<file path="src/rtl/game_over_sequencer.sv">
// GAME OVER overlay sequencer: typewriter reveal of the eight letters, then blink,
// then a debounced-by-edge restart request once the hold period has elapsed.
module game_over_sequencer #(
    parameter int REVEAL_FRAMES = 8,
    parameter int BLINK_FRAMES  = 30,
    parameter int HOLD_FRAMES   = 120
) (
    input  logic       Clk,
    input  logic       Reset,
    input  logic       frame_tick,
    input  logic       game_over,
    input  logic       restart_key,
    input  logic [5:0] glyph_x,
    input  logic [4:0] glyph_y,
    input  logic       glyph_pixel,
    output logic [7:0] letter_mask,
    output logic       text_on,
    output logic       text_pixel,
    output logic       restart,
    output logic       active
);

    localparam int FW = $clog2(REVEAL_FRAMES) + 1;
    localparam int BW = $clog2(BLINK_FRAMES) + 1;
    localparam int HW = $clog2(HOLD_FRAMES) + 1;
    localparam int LW = $clog2(8) + 1;

    localparam logic [FW-1:0] FRAME_LAST = FW'(REVEAL_FRAMES - 1);
    localparam logic [BW-1:0] BLINK_LAST = BW'(BLINK_FRAMES - 1);
    localparam logic [HW-1:0] HOLD_MAX   = HW'(HOLD_FRAMES);
    localparam logic [LW-1:0] LAST_LETTER = LW'(7);
    localparam logic [LW-1:0] ALL_LETTERS = LW'(8);

    typedef enum logic [1:0] {ST_IDLE, ST_REVEAL, ST_BLINK} state_t;

    state_t          state_q, state_d;
    logic [LW-1:0]   letter_cnt_q, letter_cnt_d;
    logic [FW-1:0]   frame_cnt_q, frame_cnt_d;
    logic [BW-1:0]   blink_cnt_q, blink_cnt_d;
    logic [HW-1:0]   hold_cnt_q, hold_cnt_d;
    logic            go_prev_q, go_prev_d;
    logic            key_prev_q, key_prev_d;
    logic [7:0]      letter_mask_q, letter_mask_d;
    logic            text_on_q, text_on_d;
    logic            restart_q, restart_d;
    logic            active_q, active_d;

    logic            go_rise;
    logic            key_rise;
    logic [2:0]      letter_idx;
    logic            unused_glyph_bits;

    function automatic logic [7:0] thermometer(input logic [LW-1:0] n);
        thermometer = 8'((9'd1 << n) - 9'd1);
    endfunction

    function automatic logic [HW-1:0] hold_sat_inc(input logic [HW-1:0] cnt);
        hold_sat_inc = (cnt == HOLD_MAX) ? HOLD_MAX : cnt + HW'(1);
    endfunction

    assign go_rise  = game_over & ~go_prev_q;
    assign key_rise = restart_key & ~key_prev_q;

    always_comb begin
        state_d      = state_q;
        letter_cnt_d = letter_cnt_q;
        frame_cnt_d  = frame_cnt_q;
        blink_cnt_d  = blink_cnt_q;
        hold_cnt_d   = hold_cnt_q;
        text_on_d    = text_on_q;
        restart_d    = 1'b0;
        go_prev_d    = game_over;
        key_prev_d   = restart_key;

        case (state_q)
            ST_IDLE: begin
                if (go_rise) begin
                    state_d      = ST_REVEAL;
                    letter_cnt_d = '0;
                    frame_cnt_d  = '0;
                    text_on_d    = 1'b1;
                end
            end
            ST_REVEAL: begin
                // Abort beats the skip key, which beats the frame tick.
                if (!game_over) begin
                    state_d = ST_IDLE;
                end else if (key_rise || (frame_tick && frame_cnt_q == FRAME_LAST
                                          && letter_cnt_q == LAST_LETTER)) begin
                    state_d      = ST_BLINK;
                    letter_cnt_d = ALL_LETTERS;
                    frame_cnt_d  = '0;
                    blink_cnt_d  = '0;
                    hold_cnt_d   = '0;
                    text_on_d    = 1'b1;
                end else if (frame_tick) begin
                    if (frame_cnt_q == FRAME_LAST) begin
                        frame_cnt_d  = '0;
                        letter_cnt_d = letter_cnt_q + LW'(1);
                    end else begin
                        frame_cnt_d = frame_cnt_q + FW'(1);
                    end
                end
            end
            ST_BLINK: begin
                if (!game_over) begin
                    state_d = ST_IDLE;
                end else if (key_rise && hold_cnt_q == HOLD_MAX) begin
                    state_d   = ST_IDLE;
                    restart_d = 1'b1;
                end else if (frame_tick) begin
                    hold_cnt_d = hold_sat_inc(hold_cnt_q);
                    if (blink_cnt_q == BLINK_LAST) begin
                        blink_cnt_d = '0;
                        text_on_d   = ~text_on_q;
                    end else begin
                        blink_cnt_d = blink_cnt_q + BW'(1);
                    end
                end
            end
            default: state_d = ST_IDLE;
        endcase

        letter_mask_d = 8'h00;
        active_d      = (state_d != ST_IDLE);
        case (state_d)
            ST_REVEAL: letter_mask_d = thermometer(letter_cnt_d);
            ST_BLINK:  letter_mask_d = 8'hFF;
            default: begin
                letter_mask_d = 8'h00;
                text_on_d     = 1'b0;
            end
        endcase
    end

    always_ff @(posedge Clk or posedge Reset) begin
        if (Reset) begin
            state_q       <= ST_IDLE;
            letter_cnt_q  <= '0;
            frame_cnt_q   <= '0;
            blink_cnt_q   <= '0;
            hold_cnt_q    <= '0;
            go_prev_q     <= 1'b0;
            // A key held through reset must not count as a fresh press.
            key_prev_q    <= 1'b1;
            letter_mask_q <= 8'h00;
            text_on_q     <= 1'b0;
            restart_q     <= 1'b0;
            active_q      <= 1'b0;
        end else begin
            state_q       <= state_d;
            letter_cnt_q  <= letter_cnt_d;
            frame_cnt_q   <= frame_cnt_d;
            blink_cnt_q   <= blink_cnt_d;
            hold_cnt_q    <= hold_cnt_d;
            go_prev_q     <= go_prev_d;
            key_prev_q    <= key_prev_d;
            letter_mask_q <= letter_mask_d;
            text_on_q     <= text_on_d;
            restart_q     <= restart_d;
            active_q      <= active_d;
        end
    end

    // Letter slot: top/bottom row from y[4], column of four 8-px letters from x[4:3].
    assign letter_idx        = {glyph_y[4], glyph_x[4:3]};
    assign unused_glyph_bits = ^{glyph_y[3:0], glyph_x[2:0]};
    assign text_pixel        = glyph_pixel & text_on_q & ~glyph_x[5] & letter_mask_q[letter_idx];

    assign letter_mask = letter_mask_q;
    assign text_on     = text_on_q;
    assign restart     = restart_q;
    assign active      = active_q;

endmodule

</file>
<file path="config.mk">
export PLATFORM = sky130hd
export DESIGN_NAME = game_over_sequencer
export DESIGN_NICKNAME = d
export VERILOG_FILES = /design/src/rtl/game_over_sequencer.sv
export SDC_FILE = /design/constraint.sdc
export NUM_CORES = 1
export LEC_CHECK = 0
export ABC_CLOCK_PERIOD_IN_PS = 7700
export BUFFER_PORTS_ARGS = -buffer_cell sky130_fd_sc_hd__buf_2
export CORE_ASPECT_RATIO = 0.7
export CORE_MARGIN = 2
export CORE_UTILIZATION = 60
export CTS_BUF_LIST = sky130_fd_sc_hd__clkbuf_16
export DETAILED_ROUTE_END_ITERATION = 16
export PLACE_DENSITY = 0.92
export SETUP_SLACK_MARGIN = 0.5
export SLEW_MARGIN = 30
export SYNTH_ARGS = -nofsm -noshare
export SYNTH_HDL_FRONTEND = slang
export SYNTH_SLANG_ARGS = --single-unit
export TNS_END_PERCENT = 1
</file>
<file path="constraint.sdc">
create_clock -name Clk -period 7.7 [get_ports Clk]
set_clock_uncertainty 0.2 [all_clocks]
set_input_delay 0.77 -clock Clk [delete_from_list [all_inputs] [get_ports Clk]]
set_output_delay 0.77 -clock Clk [all_outputs]
set_load 0.03 [all_outputs]
</file>
-- Word level (Yosys, flattened, before mapping)
Index checks and enable logic that the tools add are counted.
- add/sub/neg operators: 5
- order comparisons: 1
- eq/ne operators: 23
- shift-type cells: 1
- muxes and demuxes: 47
- bitwise logic cells: 9
- reductions and logical operators: 12
- operators with widths (kind ; count):
    $mux W8 ; 6
    $mux W4 ; 10
    $mux W6 ; 6
    $pmux W8 S2 ; 2
    $ne A3 B3 Y1 const B ; 8
    $pmux W4 S2 ; 2
    $mux W1 ; 12
    $ne A2 B2 Y1 const B ; 6
    $pmux W6 S2 ; 1
    $mux W2 ; 5
    $add A4 B1 Y4 const B ; 2
    $add A8 B1 Y8 const B ; 1
    $eq A4 B3 Y1 const B ; 2
    $eq A8 B7 Y1 const B ; 1
    $reduce_and A8 Y1 ; 1
    $shl A1 B4 Y8 const A ; 1
    $sub A8 B1 Y8 const B ; 1
    $add A6 B1 Y6 const B ; 1
    $eq A6 B5 Y1 const B ; 1
    $pmux W2 S3 ; 1
    $reduce_and A6 Y1 ; 1
    $reduce_bool A2 Y1 ; 3
    $and A1 B1 Y1 ; 5
    $eq A2 B1 Y1 const B ; 2
    11 further kinds ; 17
- bits in registers: 37
- input port bits: 17

-- Longest topological paths before layout
- depth in word-level cells: 11
- mapped depth: 15

-- Worst setup path before layout
OpenSTA, ideal clock, no wires.
- kind: input -> register
- start point: in game_over
- end point: reg letter_mask_q[4] (netlist: letter_mask[4])
- library setup time: 0.076 ns
- data arrival time: 3.336 ns
- data required time: 7.424 ns
- setup slack: 4.088 ns
- stages: 12
- cell sequence: buf_2 inv_1 o221a_4 and3_4 or2_0 buf_2 or4_4 ha_1 or3_1 nor4b_1 a311oi_1 o21ai_1
- cells in the longest elaborated chain, start to end: 6
- RTL lines (element ; line ; RTL):
    start: declaration ; 11 ; input logic game_over,
    $and A1 B1 Y1 ; 61 ; assign go_rise = game_over & ~go_prev_q;
    $mux W4 ; 77 ; if (go_rise) begin
    $pmux W4 S2 (*) ; 75 ; case (state_q)
    net letter_cnt_d[1] ; 37 ; logic [LW-1:0] letter_cnt_q, letter_cnt_d;
    $shl A1 B4 Y8 (*) ; 54 ; thermometer = 8'((9'd1 << n) - 9'd1);
    $sub A8 B1 Y8 (*) ; 54 ;
    $pmux W8 S2 (*) ; 126 ; case (state_d)
    net letter_mask_d[4] ; 43 ; logic [7:0] letter_mask_q, letter_mask_d;
    end signal: assignment ; 158 ; letter_mask_q <= letter_mask_d;
    end: declaration ; 43 ;
Mark *: on every way through the listed nets, which the timed path passes. The rest lies on a longest branch.
A chain may end at the register's enable or synchronous reset.

-- Worst setup path in the final report
- start point: reg state_q[0]
- end point: reg letter_mask_q[4] (netlist: letter_mask[4])
- cells in the longest elaborated chain, start to end: 5
- RTL lines (element ; line ; RTL):
    start: declaration ; 36 ; state_t state_q, state_d;
    start signal: assignment ; 151 ; state_q <= state_d;
    $eq A2 B1 Y1, or another cell as far along ; 75 ;
    $pmux W4 S2, or another cell as far along ; 75 ;
    $shl A1 B4 Y8 or $pmux W2 S3 (tied branches) ; 54, 75 ;
    $sub A8 B1 Y8, or another cell as far along ; 54 ;
    $pmux W8 S2 (*) ; 126 ;
    net letter_mask_d[4] ; 43 ;
Marks and branches as above.

==> out/qor.yml <==
die:
  start_util: 0.634
  die_y_um: 55.3
  io_pins: 29
  core_um2: 3560
  die_x_um: 77.3
  die_area_um2: 4270
  rows: 18
timing:
  final.setup.tns_ns: 0
  rsz0062_at_grt: "false"
  slew_violations: 0
  hold_viol: 0
  fin_crit_sh: 0.496
  max_slew_margin: 0.621
  worstMarginPinSlew_ns: 0.566
  timing.final.crit_period_ns: 3.82
  layout_setup_ws_ns: 3.88
  max_freq_mhz: 262
  finalSetupViolations: 0
synthesis:
  syn_nets: 280
  ys_dominant_reg_cell: "dfrtp_1"
  synth_area_leaders: "dfrtp_1 40%, ha_1 7.8%, o21ai_0 5.5%"
  syn_inst: 249
  synth_enable_flop_cells: 0
  ys_warn_count: 0
  async_flop_share: 1.00
  seq_area_frac_synth: 0.411
  synth_largest_area_cell: "dfrtp_1"
  syn_area_um2: 2260
  yosysUniqueCellTypes: 54
  yosys_register_bits: 37
  synth_top_area_frac: 0.399
  synth.avg_cell_area_um2: 9.06
worst_hold_path:
  hold_class: "reg2reg"
setup_path:
  critical_path_class: "reg2reg"
  critPathRequiredTime_ns: 7.69
  cp_num_buf_inv: 1
  path_delay_family: "simple AND/OR/NAND/NOR gates"
  crit_fanout: 7
  cp.arrival_ns: 3.81
  slowest_stage: "or4_4"
  crit_chain: "inv_1 > ha_1 > nor2b_1 > o21a_1 > o22ai_1 > or2_0 > or4_4 > ha_1 > or3_1 > nor4b_1 > a311oi_1 > o21ai_1"
  cpPeakStageDelay_ns: 0.57
  crit_path_end_kind: "flip-flop"
  crit_top_cell: "ha_1"
  start_kind: "flip-flop"
detailed_routing:
  drtIter0Drc: 100
  wl_um: 4620
  drc: 0
  wl_per_cell_um: 14.3
  ant_nets: 0
  dr_total_vias: 1872
  via_per_inst: 5.81
  drt_first_pass_iters: 4
power:
  pwr_density_cell_nw_per_um2: 320
  leakagePower_uw: 0.00123
  irDropWorstVdd_mv: 0.263
finish:
  finalNetCount: 302
  final_common_cell: "dfrtp_1"
  layout-drive-gt1-share: 0.158
  n_antenna_cell: 0
  seq_area_um2: 927
  area_delta_synth_final_pct: 12.6
  multi_input_comb_area_um2: 1240
  final_cell_mix: "36 x dfrtp_1, 26 x nand2_1, 25 x o21ai_0"
  fillers: 287
outcome:
  outcome: "complete, no violations"
clock_network:
  numCtsBuffers: 5
  postCtsHoldBufs: 0
  clkTransAtPathRegs_ns: 0.05
  cts_tree: "built"
  cts-htree-levels: 2
  clock-sinks: 37
  post_cts_buffers: 0
  cts_resized: 0
  clk_latency_ns: 0.28
  clockBufferDepth: 2
  cts-root-buf: "clkbuf_16"
grt:
  grt_pass1_wl_um: 7960
  grt.total_usage: 0.231
  gr-total-overflow: 0
  grt_max_degree: 38
  antenna_found_initial: 0
  grt_pass1_vias: 1859
placement:
  pre_cts_slack_ns: 3.86
  gp_congestion: 0.839
  dp_hpwl_um: 3260
  io_buffers: 21
job:
  maxCapViolCount: 0
## final cells by class
type | instances | area share
timing repair buffer | 23 | 0.0473
multi-input combinational | 189 | 0.487
clock inverter | 3 | 0.00492
clock buffer | 5 | 0.0492
sequential | 37 | 0.365
inverter | 15 | 0.0222
tap | 50 | 0.0246
## final timing paths
path	from	to	slack [ns]	depth (start not counted)
setup / recovery	state_q[0]	letter_mask[4]	3.88	12
min in group asynchronous	Reset	letter_mask[5]	0.39	3
hold reg to reg	blink_cnt_q[5]	blink_cnt_q[5]	0.27	1
max in group asynchronous	Reset	key_prev_q	6.55	3
setup reg to reg	state_q[0]	letter_mask[4]	3.88	12
hold / removal	blink_cnt_q[5]	blink_cnt_q[5]	0.27	1
## logic make-up after synthesis
group,synth area share
and+or+nand+nor,0.223
AOI/OAI and AO/OA,0.210
DFF,0.411
buffers and inverters,0.0405
adders and majority gates,0.0776
muxes,0.0344
xor gates and xnor gates,0.00388
## sequential cells by signal, indices dropped and copies added (netlist names)
signal,count
text_on,1
letter_cnt_q,4
letter_mask,8
blink_cnt_q,6
go_prev_q,1
active,1
key_prev_q,1
restart,1
hold_cnt_q,8
frame_cnt_q,4
state_q,2
## routing by layer
layer	global-route usage	vias up	share of wire
met1	0.291	893	0.47
met3	0.0507	6	0.030
met5	0	-	0
met4	0.120	0	0.015
li1	-	938	-
met2	0.378	35	0.48
## per-stage QoR
stage	instances	utilization	hold WS (ns)	instance area [um2]	total power (uW)
2_1_floorplan	249	-	0.229	2260	537
3_5_place_dp	314	0.675	0.251	2400	619
6_report	322	0.714	0.271	2540	813
5_1_grt	322	0.714	0.298	2540	868
3_3_place_gp	314	0.675	0.251	2400	603
4_1_cts	322	0.714	0.274	2540	814
## cells in the mapped netlist, types with 3 or more instances
cell type   n
a21o_1      5
a21oi_1    14
a22o_1      3
buf_2       4
clkbuf_1    4
dfrtp_1    36
ha_1       14
inv_1      15
nand2_1    26
nand2b_1    3
nand3_1     9
nor2_1     20
nor2b_1     3
nor3_1      8
nor4b_1     3
o21ai_0    25
o21ai_1     6
or2_2       3
or3_1       3
## where the power goes
group | switching (uW) | internal, uW | total, uW
clock network | 71.5 | 117 | 188
logic | 229 | 138 | 367
registers | 27.1 | 231 | 258
No activity file was read; power rests on OpenSTA's default activity.
